`config.mk`:
```
export PLATFORM = sky130hd
export DESIGN_NAME = alu_ctrl_fsm
export DESIGN_NICKNAME = d
export VERILOG_FILES = /design/src/rtl/cpu_defs_pkg.sv /design/src/rtl/alu_ctrl_decode.sv /design/src/rtl/alu_ctrl_fsm.sv
export SDC_FILE = /design/constraint.sdc
export NUM_CORES = 1
export LEC_CHECK = 0
export CELL_PAD_IN_SITES_DETAIL_PLACEMENT = 2
export CELL_PAD_IN_SITES_GLOBAL_PLACEMENT = 2
export CORE_AREA = 2 2 60 62
export DETAILED_ROUTE_END_ITERATION = 8
export DIE_AREA = 0 0 62 64
export DONT_BUFFER_PORTS = 1
export PLACE_DENSITY = 0.76
export SLEW_MARGIN = 20
export SYNTH_ARGS = -nofsm -noshare
export SYNTH_HDL_FRONTEND = slang
export SYNTH_SLANG_ARGS = --single-unit
```
`constraint.sdc`:
```
create_clock -name Clk -period 1.5 [get_ports Clk]
set_input_delay 0.15 -clock Clk [delete_from_list [all_inputs] [get_ports Clk]]
set_output_delay 0.15 -clock Clk [all_outputs]
set_load 0.03 [all_outputs]
```
`src/rtl/cpu_defs_pkg.sv`:
```
// Shared CPU definitions: opcode/func encodings, ALU ops, immediate-extend modes
// and the multicycle control state/instruction-class enums.
package cpu_defs_pkg;

  localparam logic [5:0] OP_RTYPE = 6'b100000;
  localparam logic [5:0] OP_LI    = 6'b111000;
  localparam logic [5:0] OP_LUI   = 6'b111001;
  localparam logic [5:0] OP_ADDI  = 6'b110000;
  localparam logic [5:0] OP_ANDI  = 6'b110010;
  localparam logic [5:0] OP_ORI   = 6'b110011;
  localparam logic [5:0] OP_B     = 6'b111111;
  localparam logic [5:0] OP_BEQ   = 6'b000000;
  localparam logic [5:0] OP_BNE   = 6'b000001;
  localparam logic [5:0] OP_LB    = 6'b000011;
  localparam logic [5:0] OP_LW    = 6'b001111;
  localparam logic [5:0] OP_SB    = 6'b000111;
  localparam logic [5:0] OP_SW    = 6'b011111;

  localparam logic [5:0] FN_ADD = 6'b110000;
  localparam logic [5:0] FN_SUB = 6'b110001;
  localparam logic [5:0] FN_AND = 6'b110010;
  localparam logic [5:0] FN_OR  = 6'b110011;
  localparam logic [5:0] FN_NOT = 6'b110100;
  localparam logic [5:0] FN_SRA = 6'b111000;
  localparam logic [5:0] FN_SRL = 6'b111001;
  localparam logic [5:0] FN_SLL = 6'b111010;
  localparam logic [5:0] FN_ROL = 6'b111100;
  localparam logic [5:0] FN_ROR = 6'b111101;

  localparam logic [3:0] ALU_ADD = 4'b0000;
  localparam logic [3:0] ALU_SUB = 4'b0001;
  localparam logic [3:0] ALU_AND = 4'b0010;
  localparam logic [3:0] ALU_OR  = 4'b0011;
  localparam logic [3:0] ALU_NOT = 4'b0100;
  localparam logic [3:0] ALU_SRA = 4'b1000;
  localparam logic [3:0] ALU_SRL = 4'b1001;
  localparam logic [3:0] ALU_SLL = 4'b1010;
  localparam logic [3:0] ALU_ROL = 4'b1100;
  localparam logic [3:0] ALU_ROR = 4'b1101;

  localparam logic [1:0] IMM_SEXT     = 2'b00;
  localparam logic [1:0] IMM_ZFILL    = 2'b01;
  localparam logic [1:0] IMM_HI16     = 2'b10;
  localparam logic [1:0] IMM_SEXT_SH2 = 2'b11;

  typedef enum logic [2:0] {RST, FETCH, DECODE, EXEC, MEM, WB} state_t;

  typedef enum logic [2:0] {
    CLS_ALU, CLS_BRANCH, CLS_JUMP, CLS_LOAD, CLS_STORE
  } instr_class_t;

  function automatic logic func_legal(input logic [5:0] f);
    case (f)
      FN_ADD, FN_SUB, FN_AND, FN_OR, FN_NOT,
      FN_SRA, FN_SRL, FN_SLL, FN_ROL, FN_ROR: return 1'b1;
      default:                                return 1'b0;
    endcase
  endfunction

endpackage

```
`src/rtl/alu_ctrl_decode.sv`:
```
// Combinational instruction decode: classifies the latched instruction and
// produces the ALU-stage selects used by the control FSM.
module alu_ctrl_decode
  import cpu_defs_pkg::*;
(
  input  logic [31:0]  instr,
  output instr_class_t instr_class,
  output logic [3:0]   alu_func,
  output logic [1:0]   imm_ext,
  output logic         alu_bin_sel,
  output logic         alu_rf_a_sel,
  output logic         branch_ne,
  output logic         byte_op,
  output logic         legal
);

  logic [5:0] opcode;
  logic [5:0] func;
  logic       unused_fields;

  assign opcode        = instr[31:26];
  assign func          = instr[5:0];
  assign unused_fields = ^instr[25:6];

  always_comb begin
    instr_class  = CLS_ALU;
    alu_func     = ALU_ADD;
    imm_ext      = IMM_SEXT;
    alu_bin_sel  = 1'b0;
    alu_rf_a_sel = 1'b0;
    branch_ne    = 1'b0;
    byte_op      = 1'b0;
    legal        = 1'b1;
    case (opcode)
      OP_RTYPE: begin
        alu_func = func[3:0];
        legal    = func_legal(func);
      end
      OP_ADDI: alu_bin_sel = 1'b1;
      OP_ANDI: begin
        alu_func    = ALU_AND;
        alu_bin_sel = 1'b1;
        imm_ext     = IMM_ZFILL;
      end
      OP_ORI: begin
        alu_func    = ALU_OR;
        alu_bin_sel = 1'b1;
        imm_ext     = IMM_ZFILL;
      end
      OP_LI: begin
        alu_rf_a_sel = 1'b1;
        alu_bin_sel  = 1'b1;
      end
      OP_LUI: begin
        alu_rf_a_sel = 1'b1;
        alu_bin_sel  = 1'b1;
        imm_ext      = IMM_HI16;
      end
      OP_B: begin
        instr_class = CLS_JUMP;
        imm_ext     = IMM_SEXT_SH2;
      end
      OP_BEQ, OP_BNE: begin
        instr_class = CLS_BRANCH;
        alu_func    = ALU_SUB;
        imm_ext     = IMM_SEXT_SH2;
        branch_ne   = (opcode == OP_BNE);
      end
      OP_LB, OP_LW: begin
        instr_class = CLS_LOAD;
        alu_bin_sel = 1'b1;
        byte_op     = (opcode == OP_LB);
      end
      OP_SB, OP_SW: begin
        instr_class = CLS_STORE;
        alu_bin_sel = 1'b1;
        byte_op     = (opcode == OP_SB);
      end
      default: legal = 1'b0;
    endcase
  end

endmodule

```
`src/rtl/alu_ctrl_fsm.sv`:
```
// Multicycle CPU control unit: state register, memory wait counter and
// per-state gating of the decoded datapath controls.
module alu_ctrl_fsm
  import cpu_defs_pkg::*;
#(
  parameter int unsigned MEM_TIMEOUT = 15
) (
  input  logic        Clk,
  input  logic        Reset_n,
  input  logic [31:0] Instr,
  input  logic        Zero,
  input  logic        Mem_Ready,
  output logic        Instr_LdEn,
  output logic        PC_sel,
  output logic        PC_LdEn,
  output logic        RF_WrEn,
  output logic        RF_WrData_sel,
  output logic        RF_B_sel,
  output logic [1:0]  ImmExt,
  output logic        ALU_RF_A_sel,
  output logic        ALU_Bin_sel,
  output logic [3:0]  ALU_func,
  output logic        Mem_Req,
  output logic        Mem_WrEn,
  output logic        ByteOp,
  output logic        Illegal,
  output logic        Mem_Err
);

  state_t       state, state_nxt;
  logic [3:0]   wait_cnt;
  instr_class_t cls;
  logic [3:0]   dec_func;
  logic [1:0]   dec_imm;
  logic         dec_bin_sel, dec_a_sel, dec_ne, dec_byte, dec_legal;
  logic         timeout_hit;

  alu_ctrl_decode u_decode (
    .instr        (Instr),
    .instr_class  (cls),
    .alu_func     (dec_func),
    .imm_ext      (dec_imm),
    .alu_bin_sel  (dec_bin_sel),
    .alu_rf_a_sel (dec_a_sel),
    .branch_ne    (dec_ne),
    .byte_op      (dec_byte),
    .legal        (dec_legal)
  );

  always_ff @(posedge Clk or negedge Reset_n) begin
    if (!Reset_n) begin
      state    <= RST;
      wait_cnt <= '0;
    end else begin
      state    <= state_nxt;
      wait_cnt <= (state == MEM) ? wait_cnt + 4'd1 : '0;
    end
  end

  // Counter holds completed wait cycles, so the limit is hit on MEM cycle MEM_TIMEOUT.
  assign timeout_hit = (MEM_TIMEOUT != 0) &&
                       (({28'd0, wait_cnt} + 32'd1) == 32'(MEM_TIMEOUT));

  always_comb begin
    state_nxt     = state;
    Instr_LdEn    = 1'b0;
    PC_sel        = 1'b0;
    PC_LdEn       = 1'b0;
    RF_WrEn       = 1'b0;
    RF_WrData_sel = 1'b0;
    RF_B_sel      = 1'b0;
    ImmExt        = '0;
    ALU_RF_A_sel  = 1'b0;
    ALU_Bin_sel   = 1'b0;
    ALU_func      = '0;
    Mem_Req       = 1'b0;
    Mem_WrEn      = 1'b0;
    ByteOp        = 1'b0;
    Illegal       = 1'b0;
    Mem_Err       = 1'b0;
    case (state)
      RST: state_nxt = FETCH;
      FETCH: begin
        Instr_LdEn = 1'b1;
        PC_LdEn    = 1'b1;
        state_nxt  = DECODE;
      end
      DECODE: begin
        if (!dec_legal) begin
          Illegal   = 1'b1;
          state_nxt = FETCH;
        end else if (cls == CLS_JUMP) begin
          PC_LdEn   = 1'b1;
          PC_sel    = 1'b1;
          ImmExt    = IMM_SEXT_SH2;
          state_nxt = FETCH;
        end else begin
          state_nxt = EXEC;
        end
      end
      EXEC: begin
        ALU_func     = dec_func;
        ALU_Bin_sel  = dec_bin_sel;
        ALU_RF_A_sel = dec_a_sel;
        ImmExt       = dec_imm;
        case (cls)
          CLS_BRANCH: begin
            RF_B_sel  = 1'b1;
            PC_sel    = 1'b1;
            PC_LdEn   = Zero ^ dec_ne;
            state_nxt = FETCH;
          end
          CLS_LOAD:  state_nxt = MEM;
          CLS_STORE: begin
            RF_B_sel  = 1'b1;
            state_nxt = MEM;
          end
          default:   state_nxt = WB;
        endcase
      end
      MEM: begin
        ALU_func    = dec_func;
        ALU_Bin_sel = dec_bin_sel;
        ImmExt      = dec_imm;
        RF_B_sel    = (cls == CLS_STORE);
        Mem_Req     = 1'b1;
        Mem_WrEn    = (cls == CLS_STORE);
        ByteOp      = dec_byte;
        if (Mem_Ready) begin
          state_nxt = (cls == CLS_LOAD) ? WB : FETCH;
        end else if (timeout_hit) begin
          Mem_Err   = 1'b1;
          state_nxt = FETCH;
        end
      end
      WB: begin
        ALU_func      = dec_func;
        ALU_Bin_sel   = dec_bin_sel;
        ALU_RF_A_sel  = dec_a_sel;
        ImmExt        = dec_imm;
        RF_WrEn       = 1'b1;
        RF_WrData_sel = (cls == CLS_LOAD);
        state_nxt     = FETCH;
      end
      default: state_nxt = RST;
    endcase
  end

endmodule

```
==> key figures, run 1 <==
Run status
  – Status: finished with violations
  – Failing checks: negative setup slack

Die
  – Die Wd: 62 um
  – Number of cell rows: 21
  – Die area: just under 4000 sq um
  – Ports: 55
  – Starting Density: 0.267
  – Core area: 3280 sq um
  – DIE HEIGHT: around 64 um

Clock network
  – Clock-pin slew on the worst setup and hold paths: 0.06 ns
  – Root Driver: clkbuf_4
  – CTS tree: built
  – Clock Tree Buf Depth: 2
  – Worst-skew pair later-pin latency: 0.26 ns
  – H-tree levels: 1
  – CTS Sinks: 7
  – CTS Buf Count: 3

Timing
  – Final Setup Violations: 20
  – Fmax: 570 MHz
  – Tmin final: 1.75 ns
  – Final Cycle Share: 1.17
  – Slew Viols, Final: 0
  – Skew final: 0.00569 ns
  – RSZ-0062 raised after global routing: yes
  – Slew @ Worst Pin: 0.471 ns
  – Setup TNS Final: -2.58 ns
  – Setup WS post-layout: -0.253 ns
  – Worst slew margin: 0.684
  – Final hold vios: 0

Critical path
  – Critical path class: reg -> out
  – CP max stage cell: dfrtp_2
  – Crit path max fanout: 4
  – Slowest stage delay, CP: 0.45 ns
  – Setup crit end kind: primary output
  – WP data required: ~1.4 ns
  – Cell chain of the critical path: a21boi_2 -> o21ai_2 -> a2bb2oi_2 -> nor4b_4 -> buf_6
  – Crit start category: register
  – CP bufs+invs: 1
  – Worst path arrival time: 1.60 ns
  – CP delay by family, top: flip-flops

Routing
  – Drt total wl: 4490 um
  – Drt pass-1 iters: 4
  – Initial DRC Count: 18
  – Avg WL per Cell: 22.4 um
  – Drt drc: 0
  – Vias per inst: 5.45
  – Routed Antenna Nets: 0
  – Vias: 1089

Synth
  – Number of synthesized flops with an enable pin: 0
  – Mapped Nets: about 150
  – Post-synth top area share: 0.199
  – Post-Syn Instances: 110
  – Compound-Gate Fraction of Synth Area: 0.248
  – Yosys warns: 0
  – FF+latch count, synth: 7
  – Syn avg cell area: 7.98 sq um
  – Dominant cell type by area after synthesis: dfrtp_1
  – Largest cells by area after synthesis: dfrtp_1 20%, nor2_1 6.4%, xor2_1 4.0%
  – Top-count cell post-synth: nor2_1
  – Post-Synth XOR/XNOR Area: 0.0499
  – Unique masters post-synth: 50
  – Fraction of registers with async set or reset after synthesis: 1.00
  – Post-synth top cells: 15 x nor2_1, 7 x dfrtp_1, 6 x nand2_1
  – Post-Synth Simple-Gate Area: 0.370
  – Ys flop type: dfrtp_1
  – Largest family of logic cells by synthesized area: simple AND/OR/NAND/NOR gates
  – Sequential-to-total area share from yosys stat: 0.199
  – Multiplexer area fraction after synthesis: 0
  – Adder-cell share of the synthesized area: 0.0285
  – Mapped Area: between 800 and 900 sq um

Power and ir drop
  – Maximum vdd drop: approximately 450 uV
  – Final Power: 2.30 mW
  – Leakage: about 0.65 nW
  – P per Cell Area: roughly 1400 nW/um^2

Placed design
  – Placer Congestion: roughly 0.8
  – I/O Buffers: 0
  – Post-DP HPWL: about 2500 um

Global routing
  – Vias in the first global route: 1207
  – Grt ovf: 0
  – Largest net degree at the start of global routing: 12
  – Overall Global Routing Usage: 0.220
  – Global-route wire length before repair: 6360 um
  – Initial antenna violation count: 0

Finish
  – Fraction of layout cells with a size suffix above 1: 0.714
  – Layout area overhead: 92.0%
  – Filler instances: 346
  – Diodes inserted: 0
  – Post-layout nets: 193

Min path
  – Worst min path class: in -> reg

Job
  – Max-cap viol count: 0
==> area by class of cell <==
cell class                      instances  area [sq um]  area share
Inverter                                3          13.8     0.00816
Tap cell                               46          57.6      0.0341
Timing Repair Buffer                   48           439       0.260
Multi-Input combinational cell         92           968       0.574
Clock buffer                            4          26.3      0.0156
Sequential cell                         7           181       0.108
==> logic make-up (layout without fill, tap and decap cells) <==
logic type | after synthesis | after routing
simple gates | 54 | 54
compound gates | 31 | 31
buf+inv | 11 | 55
flops | 7 | 7
xor+xnor | 5 | 5
fa+ha+maj | 2 | 2
==> state kept, by name, summed over array words and instances, names as in the netlist <==
register and cells:
state 3, wait_cnt 4
==> where the power goes <==
part           leakage, nW  internal [mW]  switching, mW
sequential          0.0862          0.243         0.0863
clock               0.0150          0.102         0.0831
combinational        0.551          0.893          0.894
==> worst register-to-register path, delay by kind of cell, from the launching register on <==
| family | cells | cell delay, ns |
|---|---|---|
| flops | 1 | 0.45 |
| buf+inv | 3 | 0.41 |
| simple gates | 1 | 0.25 |
| compound gates | 3 | 0.47 |
==> final timing paths <==
check                       startpoint           to  slack [ns]  depth (start not counted)
setup / recovery           wait_cnt[0]      Mem_Err       -0.25                          5
hold / removal               Mem_Ready     state[2]        0.17                          2
setup reg to reg           wait_cnt[1]     state[0]       -0.19                          7
hold reg to reg            wait_cnt[0]  wait_cnt[0]        0.64                          2
max in group asynchronous      Reset_n  wait_cnt[0]        0.97                          1
min in group asynchronous      Reset_n     state[0]        0.23                          1
==> stage by stage <==
step	hold slack (ns)	util	instances	setup slack (ns)	instance area, sq um
4_1_cts	0.151	0.465	191	-0.196	1530
3_3_place_gp	-0.145	0.371	173	-0.0202	1220
6_report	0.166	0.514	200	-0.253	1690
5_1_grt	0.141	0.514	200	-0.360	1690
3_5_place_dp	-0.146	0.371	173	-0.152	1220
2_1_floorplan	-0.146	-	110	-0.205	1060
==> cell usage in the layout, fill, tap and decap left out, types with 2 or more instances in the layout <==
cell type  count
nor2b_4        2
or2_2          2
nor2_4         7
o22ai_2        2
nand4_1        2
nand2_2        2
o211ai_1       2
dfrtp_1        2
nand2_1        3
nor2b_1        2
ha_4           2
buf_6         15
dfrtp_2        5
and3_4         2
o21ai_2        2
and2_4         2
nor2_1         7
nor3_4         2
a21oi_1        2
nor4b_4        2
xor2_1         4
a21oi_2        3
nand3_1        2
clkbuf_4       3
buf_4         30
a22oi_2        2
==> layer usage <==
layer	global-route usage	vias to the layer above	part of all wire
li1	-	495	-
met1	0.262	558	0.41
met2	0.405	34	0.55
met3	0.0324	2	0.039
met4	0.0372	0	0.0049
met5	0	-	0
==> timing repair <==
action                                  in CTS  in global routing
endpoints found under the setup margin      20                 22
pin swaps                                   17                 14
hold buffers                                 1                  0
buffers inserted                            14                 11
cloned                                       0                  0
hold endpoints to repair                     7                  0
resized for setup                           47                 23
No activity file was read; power rests on OpenSTA's default activity.
==> inputs of run 2 (changes only) <==
Settings changed: GPL_TIMING_DRIVEN from default to 0.
==> key figures, run 2 (synthesized netlist as in run 1, its figures left out) <==
Timing
  – RSZ-0062 raised after global routing: yes
  – Fin Hold WS: ~0.16 ns
  – Skew final: 0.00298 ns
  – Tmin final: 1.85 ns
  – Slew @ Worst Pin: slightly above 0.6 ns
  – Fmax: 539 MHz
  – Slew Viols, Final: 0
  – Final Setup Violations: 22
  – Worst slew margin: 0.582
  – Final Cycle Share: 1.24
  – Final hold vios: 0
  – Setup WS post-layout: -0.354 ns

Power and ir drop
  – Combinational group share of total power: 0.765
  – Leakage: 0.610 nW
  – Maximum vdd drop: 409 uV
  – Sw frac: 0.500
  – Reg power frac: 0.145
  – Clock power share: 0.090
  – Net switching power figure: 1.04 mW
  – Final Power: between 2 and 2.5 mW
  – P per Cell Area: 1270 nW/um^2
  – Internal power: 1.04 mW

Run status
  – Status: finished with violations
  – Failing checks: negative setup slack

Critical path
  – Crit start category: register
  – Crit path max fanout: 7
  – Critical path class: reg -> out
  – Setup crit end kind: primary output
  – Worst path arrival time: 1.70 ns
  – WP data required: between 1 and 1.5 ns

Placed design
  – Placer Congestion: 0.733
  – I/O Buffers: 0
  – Place WS: -0.369 ns
  – Post-DP HPWL: around 2200 um

Job
  – Max-cap viol count: 0

Routing
  – Vias per inst: approximately 5.4
  – Drt total wl: 4040 um
  – Drt drc: 0
  – Vias: 1026
  – Drt pass-1 iters: 4
  – Avg WL per Cell: about 21 um
  – Initial DRC Count: 34
  – Routed Antenna Nets: 0

Die
  – Core area: 3280 sq um
  – Die area: approximately 4000 sq um
  – Die Wd: 62 um
  – Number of cell rows: 21
  – Ports: 55
  – DIE HEIGHT: 64 um
  – Starting Density: 0.267

Finish
  – Commonest non-fill, non-tap cell in the layout: buf_4
  – Reg area: 181 sq um
  – Filler instances: 340
  – Biggest regs: wait_cnt: 4 flops, state: 3 flops
  – Max FFs per register: 4
  – Commonest non-fill, non-tap cells in the layout: 27 x buf_4, 7 x nor2_4, 7 x nor2_1
  – Layout area overhead: 85.9%
  – Diodes inserted: 0
  – Post-layout nets: 184
  – Top reg by flops: wait_cnt
  – Fraction of layout cells with a size suffix above 1: 0.703
  – Multi-input gate area: 966 sq um

Global routing
  – Initial antenna violation count: 0
  – Global-route wire length before repair: 5900 um
  – Overall Global Routing Usage: 0.199
  – Vias in the first global route: 1109
  – Largest net degree at the start of global routing: 11
  – Grt ovf: 0

Clock network
  – CTS tree: built
  – Clock Tree Buf Depth: 2
  – Worst-skew pair later-pin latency: 0.26 ns
  – CTS Buf Count: 3
  – CTS Sinks: 7
  – Root Driver: clkbuf_4
  – H-tree levels: 1
  – Clock-pin slew on the worst setup and hold paths: 0.06 ns

Min path
  – Worst min path class: in -> reg
run 2: cell count changes in the layout (fill, tap and decap cells not counted), moves of 2 or more:
cell | previous run | this run
a21oi_2 | 3 | 5
a21oi_1 | 2 | 0
buf_6 | 15 | 6
o22ai_2 | 2 | 0
buf_4 | 30 | 27
clkbuf_16 | 0 | 2
nor2b_2 | 0 | 2
run 2: layout make-up:
cell class / instances / area share
timing repair buffer: 32 / 0.162
buffer: 7 / 0.0697
inverter: 3 / 0.0138
clock buffer: 4 / 0.0161
multi-input combinational: 92 / 0.592
sequential: 7 / 0.111
tap: 46 / 0.0352
run 2: path summary, 6_finish.rpt:
kind,slack (ns),cells after the start,startpoint,end
min in group asynchronous,0.23,1,Reset_n,state[0]
worst max-delay path,-0.35,3,state[1],RF_WrData_sel
worst max register to register,-0.06,6,wait_cnt[1],state[0]
worst min-delay path,0.16,2,Mem_Ready,state[2]
worst min register to register,0.63,2,wait_cnt[0],wait_cnt[0]
max in group asynchronous,0.98,1,Reset_n,wait_cnt[0]
run 2: power by group through the flow:
stage	registers, mW	clock network (mW)	logic (mW)
after floorplan	0.292	0	0.704
after global placement	0.312	0	0.800
after detailed placement	0.318	0	0.814
after CTS	0.288	0.174	1.36
after global routing	0.307	0.199	1.68
final	0.302	0.186	1.59
run 2: per-layer routing:
layer,share of wire,routed length (um),vias up,track usage
met5,0,0,-,0
met2,0.53,2140,27,0.337
met3,0.026,107,2,0.0121
met1,0.44,1770,514,0.268
li1,-,-,483,-
met4,0.0052,21,0,0.0479
run 2: critical path, stage by stage, from the launching register on:
cell and delay [ns]:
dfrtp_2 0.40, buf_4 0.20, or2b_4 0.31, nor4_4 0.53
run 2: per-stage QoR:
stage / std cells / cell area (sq um) / util / setup TNS (ns)
detailed placement: 156 / 1120 / 0.341 / -3.34
global route: 191 / 1630 / 0.497 / -4.47
global placement: 156 / 1120 / 0.341 / -2.84
CTS: 183 / 1510 / 0.460 / -3.09
floorplan: 110 / 1060 / - / -0.942
finish: 191 / 1630 / 0.497 / -3.31
run 2: repair_timing:
item / in CTS / in global routing
pin swaps: 25 / 18
endpoints found under the setup margin: 21 / 22
hold buffers: 1 / 0
endpoints found under the hold margin: 7 / 0
setup buffers: 23 / 8
gates resized for setup: 50 / 20
